[config.mk]
export PLATFORM = sky130hd
export DESIGN_NAME = rca_bist
export DESIGN_NICKNAME = d
export VERILOG_FILES = /design/src/rtl/rca_pkg.sv /design/src/rtl/rca_bist_opgen.sv /design/src/rtl/rca_bist.sv
export SDC_FILE = /design/constraint.sdc
export NUM_CORES = 1
export LEC_CHECK = 0
export ABC_AREA = 1
export CORE_MARGIN = 3
export CORE_UTILIZATION = 25
export CTS_BUF_LIST = sky130_fd_sc_hd__clkbuf_16
export DETAILED_ROUTE_END_ITERATION = 10
export DONT_BUFFER_PORTS = 1
export MAX_ROUTING_LAYER = met4
export SYNTH_ARGS = -nofsm -noshare
export SYNTH_HDL_FRONTEND = slang
export SYNTH_HIERARCHICAL = 1
export SYNTH_SLANG_ARGS = --single-unit
[constraint.sdc]
create_clock -name clk_i -period 3.39 [get_ports clk_i]
set_clock_uncertainty 0.15 [all_clocks]
set_input_delay 0.678 -clock clk_i [delete_from_list [all_inputs] [get_ports clk_i]]
set_output_delay 0.678 -clock clk_i [all_outputs]
set_load 0.03 [all_outputs]
[src/rtl/rca_pkg.sv]
// Shared definitions for the ripple-carry adder BIST: FSM encoding and derived bus widths.
package rca_pkg;

    typedef enum logic [1:0] {
        ST_IDLE   = 2'd0,
        ST_SETTLE = 2'd1,
        ST_CHECK  = 2'd2,
        ST_DONE   = 2'd3
    } state_e;

    function automatic int sum_width(input int w);
        return w + 1;
    endfunction

    function automatic int cnt_width(input int w);
        return 2 * w + 1;
    endfunction

endpackage

[src/rtl/rca_bist_opgen.sv]
// Exhaustive operand generator: b is the inner count, a the outer; flags the final (all-ones, all-ones) vector.
module rca_bist_opgen import rca_pkg::*; #(
    parameter int WIDTH = 8
) (
    input  logic             clk_i,
    input  logic             rst_i,
    input  logic             clr_i,
    input  logic             adv_i,
    output logic [WIDTH-1:0] a_o,
    output logic [WIDTH-1:0] b_o,
    output logic             last_o
);

    logic [WIDTH-1:0] a_q, a_d;
    logic [WIDTH-1:0] b_q, b_d;

    // Next operand pair: clear wins over advance; a steps only when b wraps
    always_comb begin
        a_d = a_q;
        b_d = b_q;
        if (clr_i) begin
            a_d = '0;
            b_d = '0;
        end else if (adv_i) begin
            b_d = b_q + WIDTH'(1);
            if (&b_q) begin
                a_d = a_q + WIDTH'(1);
            end else begin
                a_d = a_q;
            end
        end else begin
            a_d = a_q;
            b_d = b_q;
        end
    end

    // Operand registers
    always_ff @(posedge clk_i) begin
        if (rst_i) begin
            a_q <= '0;
            b_q <= '0;
        end else begin
            a_q <= a_d;
            b_q <= b_d;
        end
    end

    assign a_o    = a_q;
    assign b_o    = b_q;
    assign last_o = (&a_q) & (&b_q);

endmodule

[src/rtl/rca_bist.sv]
// BIST controller that sweeps every operand pair through an external adder and logs mismatches.
module rca_bist import rca_pkg::*; #(
    parameter int WIDTH         = 8,
    parameter int SETTLE_CYCLES = 1,
    localparam int SUM_W        = sum_width(WIDTH),
    localparam int CNT_W        = cnt_width(WIDTH)
) (
    input  logic             clk_i,
    input  logic             rst_i,
    input  logic             start_i,
    input  logic             abort_i,
    output logic [WIDTH-1:0] a_o,
    output logic [WIDTH-1:0] b_o,
    input  logic [SUM_W-1:0] sum_i,
    output logic             busy_o,
    output logic             done_o,
    output logic             pass_o,
    output logic [CNT_W-1:0] err_count_o,
    output logic [WIDTH-1:0] fail_a_o,
    output logic [WIDTH-1:0] fail_b_o,
    output logic [SUM_W-1:0] fail_sum_o
);

    localparam logic [7:0] SETTLE_LAST = 8'(SETTLE_CYCLES - 1);

    state_e           state_q, state_d;
    logic [7:0]       settle_q, settle_d;
    logic [CNT_W-1:0] err_q, err_d;
    logic [WIDTH-1:0] fail_a_q, fail_a_d;
    logic [WIDTH-1:0] fail_b_q, fail_b_d;
    logic [SUM_W-1:0] fail_sum_q, fail_sum_d;
    logic             busy_q, busy_d;
    logic             done_q, done_d;
    logic             pass_q, pass_d;

    logic             gen_clr;
    logic             gen_adv;
    logic             last_vec;
    logic [SUM_W-1:0] expected_sum;
    logic             mismatch;

    rca_bist_opgen #(.WIDTH(WIDTH)) u_opgen (
        .clk_i  (clk_i),
        .rst_i  (rst_i),
        .clr_i  (gen_clr),
        .adv_i  (gen_adv),
        .a_o    (a_o),
        .b_o    (b_o),
        .last_o (last_vec)
    );

    assign expected_sum = {1'b0, a_o} + {1'b0, b_o};
    assign mismatch     = (sum_i != expected_sum);

    // Sweep sequencing; the operand generator is cleared whenever the sweep leaves SETTLE/CHECK
    always_comb begin
        state_d    = state_q;
        settle_d   = settle_q;
        err_d      = err_q;
        fail_a_d   = fail_a_q;
        fail_b_d   = fail_b_q;
        fail_sum_d = fail_sum_q;
        gen_clr    = 1'b0;
        gen_adv    = 1'b0;
        case (state_q)
            ST_IDLE, ST_DONE: begin
                if (start_i) begin
                    state_d    = ST_SETTLE;
                    settle_d   = 8'd0;
                    err_d      = '0;
                    fail_a_d   = '0;
                    fail_b_d   = '0;
                    fail_sum_d = '0;
                    gen_clr    = 1'b1;
                end else begin
                    state_d = state_q;
                end
            end
            ST_SETTLE: begin
                if (abort_i) begin
                    state_d  = ST_IDLE;
                    settle_d = 8'd0;
                    gen_clr  = 1'b1;
                end else if (settle_q == SETTLE_LAST) begin
                    state_d  = ST_CHECK;
                    settle_d = 8'd0;
                end else begin
                    settle_d = settle_q + 8'd1;
                end
            end
            ST_CHECK: begin
                if (abort_i) begin
                    state_d = ST_IDLE;
                    gen_clr = 1'b1;
                end else begin
                    // err_q cannot wrap, so zero means no mismatch yet this sweep
                    if (mismatch) begin
                        if (err_q == '0) begin
                            fail_a_d   = a_o;
                            fail_b_d   = b_o;
                            fail_sum_d = sum_i;
                        end else begin
                            fail_a_d   = fail_a_q;
                        end
                        if (&err_q) begin
                            err_d = err_q;
                        end else begin
                            err_d = err_q + CNT_W'(1);
                        end
                    end else begin
                        err_d = err_q;
                    end
                    if (last_vec) begin
                        state_d = ST_DONE;
                        gen_clr = 1'b1;
                    end else begin
                        state_d = ST_SETTLE;
                        gen_adv = 1'b1;
                    end
                end
            end
            default: begin
                state_d = ST_IDLE;
                gen_clr = 1'b1;
            end
        endcase
        busy_d = (state_d == ST_SETTLE) || (state_d == ST_CHECK);
        done_d = (state_d == ST_DONE);
        pass_d = done_d && (err_d == '0);
    end

    // State and registered status outputs
    always_ff @(posedge clk_i) begin
        if (rst_i) begin
            state_q    <= ST_IDLE;
            settle_q   <= 8'd0;
            err_q      <= '0;
            fail_a_q   <= '0;
            fail_b_q   <= '0;
            fail_sum_q <= '0;
            busy_q     <= 1'b0;
            done_q     <= 1'b0;
            pass_q     <= 1'b0;
        end else begin
            state_q    <= state_d;
            settle_q   <= settle_d;
            err_q      <= err_d;
            fail_a_q   <= fail_a_d;
            fail_b_q   <= fail_b_d;
            fail_sum_q <= fail_sum_d;
            busy_q     <= busy_d;
            done_q     <= done_d;
            pass_q     <= pass_d;
        end
    end

    assign busy_o      = busy_q;
    assign done_o      = done_q;
    assign pass_o      = pass_q;
    assign err_count_o = err_q;
    assign fail_a_o    = fail_a_q;
    assign fail_b_o    = fail_b_q;
    assign fail_sum_o  = fail_sum_q;

endmodule

## Word-level counts from Yosys, hierarchy flattened

Cells that the tools add are included.

| word-level totals | value |
|---|---|
| register bits after elaboration | 71 |
| input bits | 13 |
| word-level logic and storage cells | 80 |

| operators by class | value |
|---|---|
| equality and inequality tests | 11 |
| bitwise operators | 1 |
| reduce and logical (&&, ||, !) cells | 16 |
| muxes and demuxes | 36 |
| add/subtract/negate cells | 5 |

Operators with widths:

| operator | count |
|---|---|
| $mux W8 | 9 |
| $mux W17 | 4 |
| $pmux W8 S2 | 3 |
| $mux W9 | 4 |
| $logic_not A17 Y1 | 2 |
| $pmux W17 S2 | 1 |
| $add A8 B1 Y8 const B | 3 |
| $pmux W9 S2 | 1 |
| $add A17 B1 Y17 const B | 1 |
| $reduce_and A17 Y1 | 1 |
| $reduce_and A8 Y1 | 2 |
| $mux W2 | 5 |
| $add A8 B8 Y9 | 1 |
| $ne A9 B9 Y1 | 1 |
| $reduce_and A9 Y1 | 1 |
| $eq A2 B2 Y1 const B | 4 |
| $logic_not A8 Y1 | 1 |
| $ne A2 B2 Y1 const B | 4 |
| $mux W1 | 7 |
| $pmux W2 S3 | 1 |
| $reduce_and A5 Y1 | 1 |
| $eq A2 B1 Y1 const B | 2 |
| $reduce_bool A2 Y1 | 2 |
| $reduce_or A2 Y1 | 2 |
| 6 further kinds | 6 |

## Longest topological paths before layout

| logic depth | value |
|---|---|
| depth after elaboration | 7 |
| depth in mapped cells | 20 |

## By module

The synthesis kept the hierarchy.

By module, submodules not included:

| module | seq. area each (um^2) | cells each | times used | area each (um^2) |
|---|---|---|---|---|
| rca_bist | 1101.1 | 557 | 1 | 3631.0 |
| rca_bist_opgen | 320.3 | 113 | 1 | 803.3 |

## Worst setup path before layout

OpenSTA, ideal clock, no wires.

| timing path | value |
|---|---|
| kind | register to register |
| start | register u_opgen.b_q[0] (netlist: u_opgen/b_o[0]) |
| end | register pass_q (netlist: pass_o) |
| required time | 3.167 ns |
| arrival time | 2.566 ns |
| slack | 0.601 ns |
| period minus slack after synthesis | 2.789 ns |
| cell stages (with the launch flop) | 17 |
| cell sequence | dfxtp_1 ha_1 fa_1 xnor2_1 nand2_1 nor2_1 nand3_1 nor2_2 nand3_4 buf_6 nand3_2 nand2_2 nand2_2 inv_2 nor2_1 nand2_1 nor3_2 |

| on the way | value |
|---|---|
| word-level cells in the longest chain between the ends | 7 |
| elaborated cells on any way between the ends | 13 |

RTL lines:

| what | RTL line | text |
|---|---|---|
| start, declared | rca_bist_opgen.sv:15 | `logic [WIDTH-1:0] b_q, b_d;` |
| start signal, assigned | rca_bist_opgen.sv:41 | `b_q <= '0;` |
| start signal, assigned | rca_bist_opgen.sv:44 | `b_q <= b_d;` |
| $add A8 B8 Y9 or $reduce_and A8 Y1 (tied branches) | -- |  |
| $ne A9 B9 Y1 or $and A1 B1 Y1 (tied branches) | rca_bist.sv:53, rca_bist_opgen.sv:50 |  |
| $mux W17 or $mux W2 (tied branches) | rca_bist.sv:97, rca_bist.sv:113 |  |
| $mux W17 or $mux W2 (tied branches) | rca_bist.sv:92 | `if (abort_i) begin` |
| $pmux W17 S2 or $pmux W2 S3 (tied branches) | rca_bist.sv:65 | `case (state_q)` |
| $logic_not A17 Y1 or $eq A2 B2 Y1 (tied branches) | rca_bist.sv:129, rca_bist.sv:128 |  |
| $logic_and A1 B1 Y1 (*) | rca_bist.sv:129 | `pass_d = done_d && (err_d == '0);` |
| end signal, assigned | rca_bist.sv:153 | `pass_q <= pass_d;` |
| end, declared | rca_bist.sv:34 | `logic pass_q, pass_d;` |

Every way passes the cells marked *; elsewhere a longest branch is shown, timed or not.
A chain may end at the register's enable or synchronous reset.

## Worst setup path in the final report

| timing path | value |
|---|---|
| start | register u_opgen.a_q[0] (netlist: u_opgen/a_o[0]) |
| end | register pass_q (netlist: pass_o) |

| on the way | value |
|---|---|
| word-level cells in the longest chain between the ends | 7 |
| elaborated cells on any way between the ends | 13 |

RTL lines:

| what | RTL line | text |
|---|---|---|
| start, declared | rca_bist_opgen.sv:14 | `logic [WIDTH-1:0] a_q, a_d;` |
| start signal, assigned | rca_bist_opgen.sv:40 | `a_q <= '0;` |
| start signal, assigned | rca_bist_opgen.sv:43 | `a_q <= a_d;` |
| $add A8 B8 Y9 or $reduce_and A8 Y1 (tied branches) | rca_bist.sv:52, rca_bist_opgen.sv:50 |  |
| $ne A9 B9 Y1 or $and A1 B1 Y1 (tied branches) | rca_bist.sv:53, rca_bist_opgen.sv:50 |  |
| $mux W17 or $mux W2 (tied branches) | rca_bist.sv:97, rca_bist.sv:113 |  |
| $mux W17 or $mux W2 (tied branches) | rca_bist.sv:92 |  |
| $pmux W17 S2 or $pmux W2 S3 (tied branches) | rca_bist.sv:65 |  |
| $logic_not A17 Y1 or $eq A2 B2 Y1 (tied branches) | rca_bist.sv:129, rca_bist.sv:128 |  |
| $logic_and A1 B1 Y1 (*) | rca_bist.sv:129 |  |

Marked as above.

==> run metrics <==
number of synthesized register bits 71; Synth top area share 32.1%; Least-Margin Pin Slew 763 ps; RSZ-0062 raised after global routing false; fin util 29.2%; top post-synthesis cells by count nand2_1 (178), inv_1 (87), dfxtp_1 (71), nor2_1 (56), a21oi_1 (49); hold bufs inserted after CTS 0; status finished, final reports clean; drt wl/cell 14.2 um; Top FF cell, synth dfxtp_1; # clock sinks 71; routability cong. 0.910; power per cell area 410 mW/mm^2; DRC viols 0; number of fillers in the final layout 1898; number of enable flip-flop cells after synthesis 0; Max IR drop VDD 0.266 mV; top post-synthesis cells by area dfxtp_1 (32%), nand2_1 (15%), inv_1 (7.4%); CTS H-Tree Depth 3; Pins Over Slew Limit 0; Initial Util 25.5%; io pins 74; Core Area 0.0174 mm^2; top-count cell post-synth nand2_1; DRT Pass-1 Iters 5; DR vias 4363; Worst Setup End Kind flip-flop; MaxCap Viol Count 0; cts repair resizes 0; Num CTS Buffers 9; Bufs and invs on worst path 2; largest net degree at the start of global routing 52; warnings from Yosys 6; f_max 0.340 GHz; post-route setup TNS 0 ps; Post-Syn Area 0.00443 mm^2; final setup vio count 0; drt first-iter violations 310; Post-Syn Instances 670; DIE HEIGHT 139 um; relative slew slack 49.0%; Clk pin slew, worst setup/hold paths 60 ps; critical path fanouts, max 26; synth unique cells 46; area grow syn2layout 14.3%; HP Class primary input to flip-flop; vias in the first global route 4196; most used cell, CP nand2_1; Worst path slowest cell fa_1; total track usage 14.2%; Post-CTS Setup Repair Bufs 0; Root Driver clkbuf_16; clock latency on the worst-skew pair 340 ps; cell depth of the worst hold path 1; fin crit share 86.8%; crit-path cells ha_1 > fa_1 > nand2_2 > nand2_2 > nand3_2 > nand2_1 > nand2_1 > nand2_1 > nor2_1 > nor2_2 > nand3_4 > buf_4 > nand3_1 > nand2_1 > nand2_1 > nand2_2 > inv_2 > nor2_1 > nand2_1 > nor3_2; crit path kind flip-flop to flip-flop; register area 0.00142 mm^2; diode count 0; Post-DP HPWL 9870 um; CP delay by family, top simple AND/OR/NAND/NOR gates; die area 0.0194 mm^2; critical path required time 3510 ps; die width 139 um; ys async rst share 0%; DP Worst Slack 466 ps; Final nets 711; CP Data Arrival Time 3060 ps; critical path depth 20; first-pass GRT wire length 21800 um; Yosys top cell by area dfxtp_1; GRT Residual Overflow 0; CTS tree done; layout cells sized above 1 11.1%; antenna viol nets, final 0; Syn Area/Cell 6.62 um^2; Worst Reg2Reg Path Length in Cells 20; final WL 12900 um; vias per cell 4.79; Synth Net Count 701; Startpoint Class flip-flop; num rows 48; post-layout worst setup margin 446 ps; P_leak 2.15 nW; IO Port Bufs 0; CTS Buffer Depth 2; post-synthesis sequential area ratio 32.1%; initial antenna violation count 0; multi-input logic area 0.00253 mm^2; slowest cell delay on critical path 420 ps; crit path time final 2940 ps; Hold Violations, Final 0
## cell usage in the layout (no fill, tap or decap), types with 4 or more instances in the layout
master,instances
inv_2,4
nand3_2,7
nor2_1,56
nor3_1,12
clkbuf_16,9
a21oi_1,49
xor2_1,5
nand4_1,41
buf_4,23
o21ai_0,31
dfxtp_1,71
nand2_1,178
ha_1,17
inv_1,87
nand2_2,8
nor2_4,4
nand3_1,33
nor4_1,5
a21oi_2,4
nor2_2,5
## through the flow
stage	total power [mW]	hold slack (ps)	instances	area (um^2)
floorplan	1.06	309	670	4430
finish	2.08	263	910	5070
CTS	2.12	246	910	5070
global route	2.18	246	910	5070
detailed placement	1.10	322	894	4760
global placement	1.10	321	894	4760
## worst register-to-register path, delay by kind of cell, from the launching register on
kind	cells	cell delay, ps
AND/OR/NAND/NOR	16	1460
adder cells (fa/ha/maj)	2	650
buffers and inverters	2	320
flip-flops	1	310
## final cells by class
cell class,instances,area share [%]
clock buffer,9,4.44
clock inverter,7,1.70
inverter,93,6.91
multi-input combinational,482,49.9
sequential,71,28.0
tap,225,5.55
timing repair buffer,23,3.41
## cell families (layout without fill, tap and decap cells)
kind of cell,Yosys count,count (layout),share of synthesized area [%]
XOR/XNOR,9,9,1.95
AO/OA/AOI/OAI,96,96,12.0
flip-flops,71,71,32.1
buffers and inverters,117,132,10.9
AND/OR/NAND/NOR,359,359,37.9
adder cells (fa/ha/maj),18,18,5.25
## worst paths after layout
path | start | endpoint | slack [ps]
setup / recovery | u_opgen/a_o[0]$_SDFFE_PP0P_ | pass_o$_SDFF_PP0_ | 450
hold / removal | rst_i | err_count_o[14]$_SDFF_PP0_ | 260
setup reg to reg | u_opgen/a_o[0]$_SDFFE_PP0P_ | pass_o$_SDFF_PP0_ | 450
hold reg to reg | settle_q[7]$_SDFFE_PP0P_ | settle_q[7]$_SDFFE_PP0P_ | 330
## registers in the layout, summed over array words and instances, names as in the netlist
register,count
state_q,2
u_opgen/b_o,8
fail_sum_o,9
busy_o,1
u_opgen/a_o,8
done_o,1
fail_a_o,8
fail_b_o,8
pass_o,1
err_count_o,17
settle_q,8
## where the power goes
group          internal (mW)  leakage [nW]  switching (mW)
clock                  0.638         0.155           0.363
combinational         0.0598          1.42           0.166
sequential             0.841         0.572          0.0127
## metal layers
| metal | track usage [%] | wire length (um) | up-vias |
|---|---|---|---|
| met1 | 17.8 | 5810 | 1991 |
| met3 | 4.69 | 1120 | 11 |
| li1 | - | - | 2210 |
| met5 | - | 0 | - |
| met4 | 3.91 | 165 | 0 |
| met2 | 22.0 | 5840 | 151 |
Power figures use the tool's default switching activity.
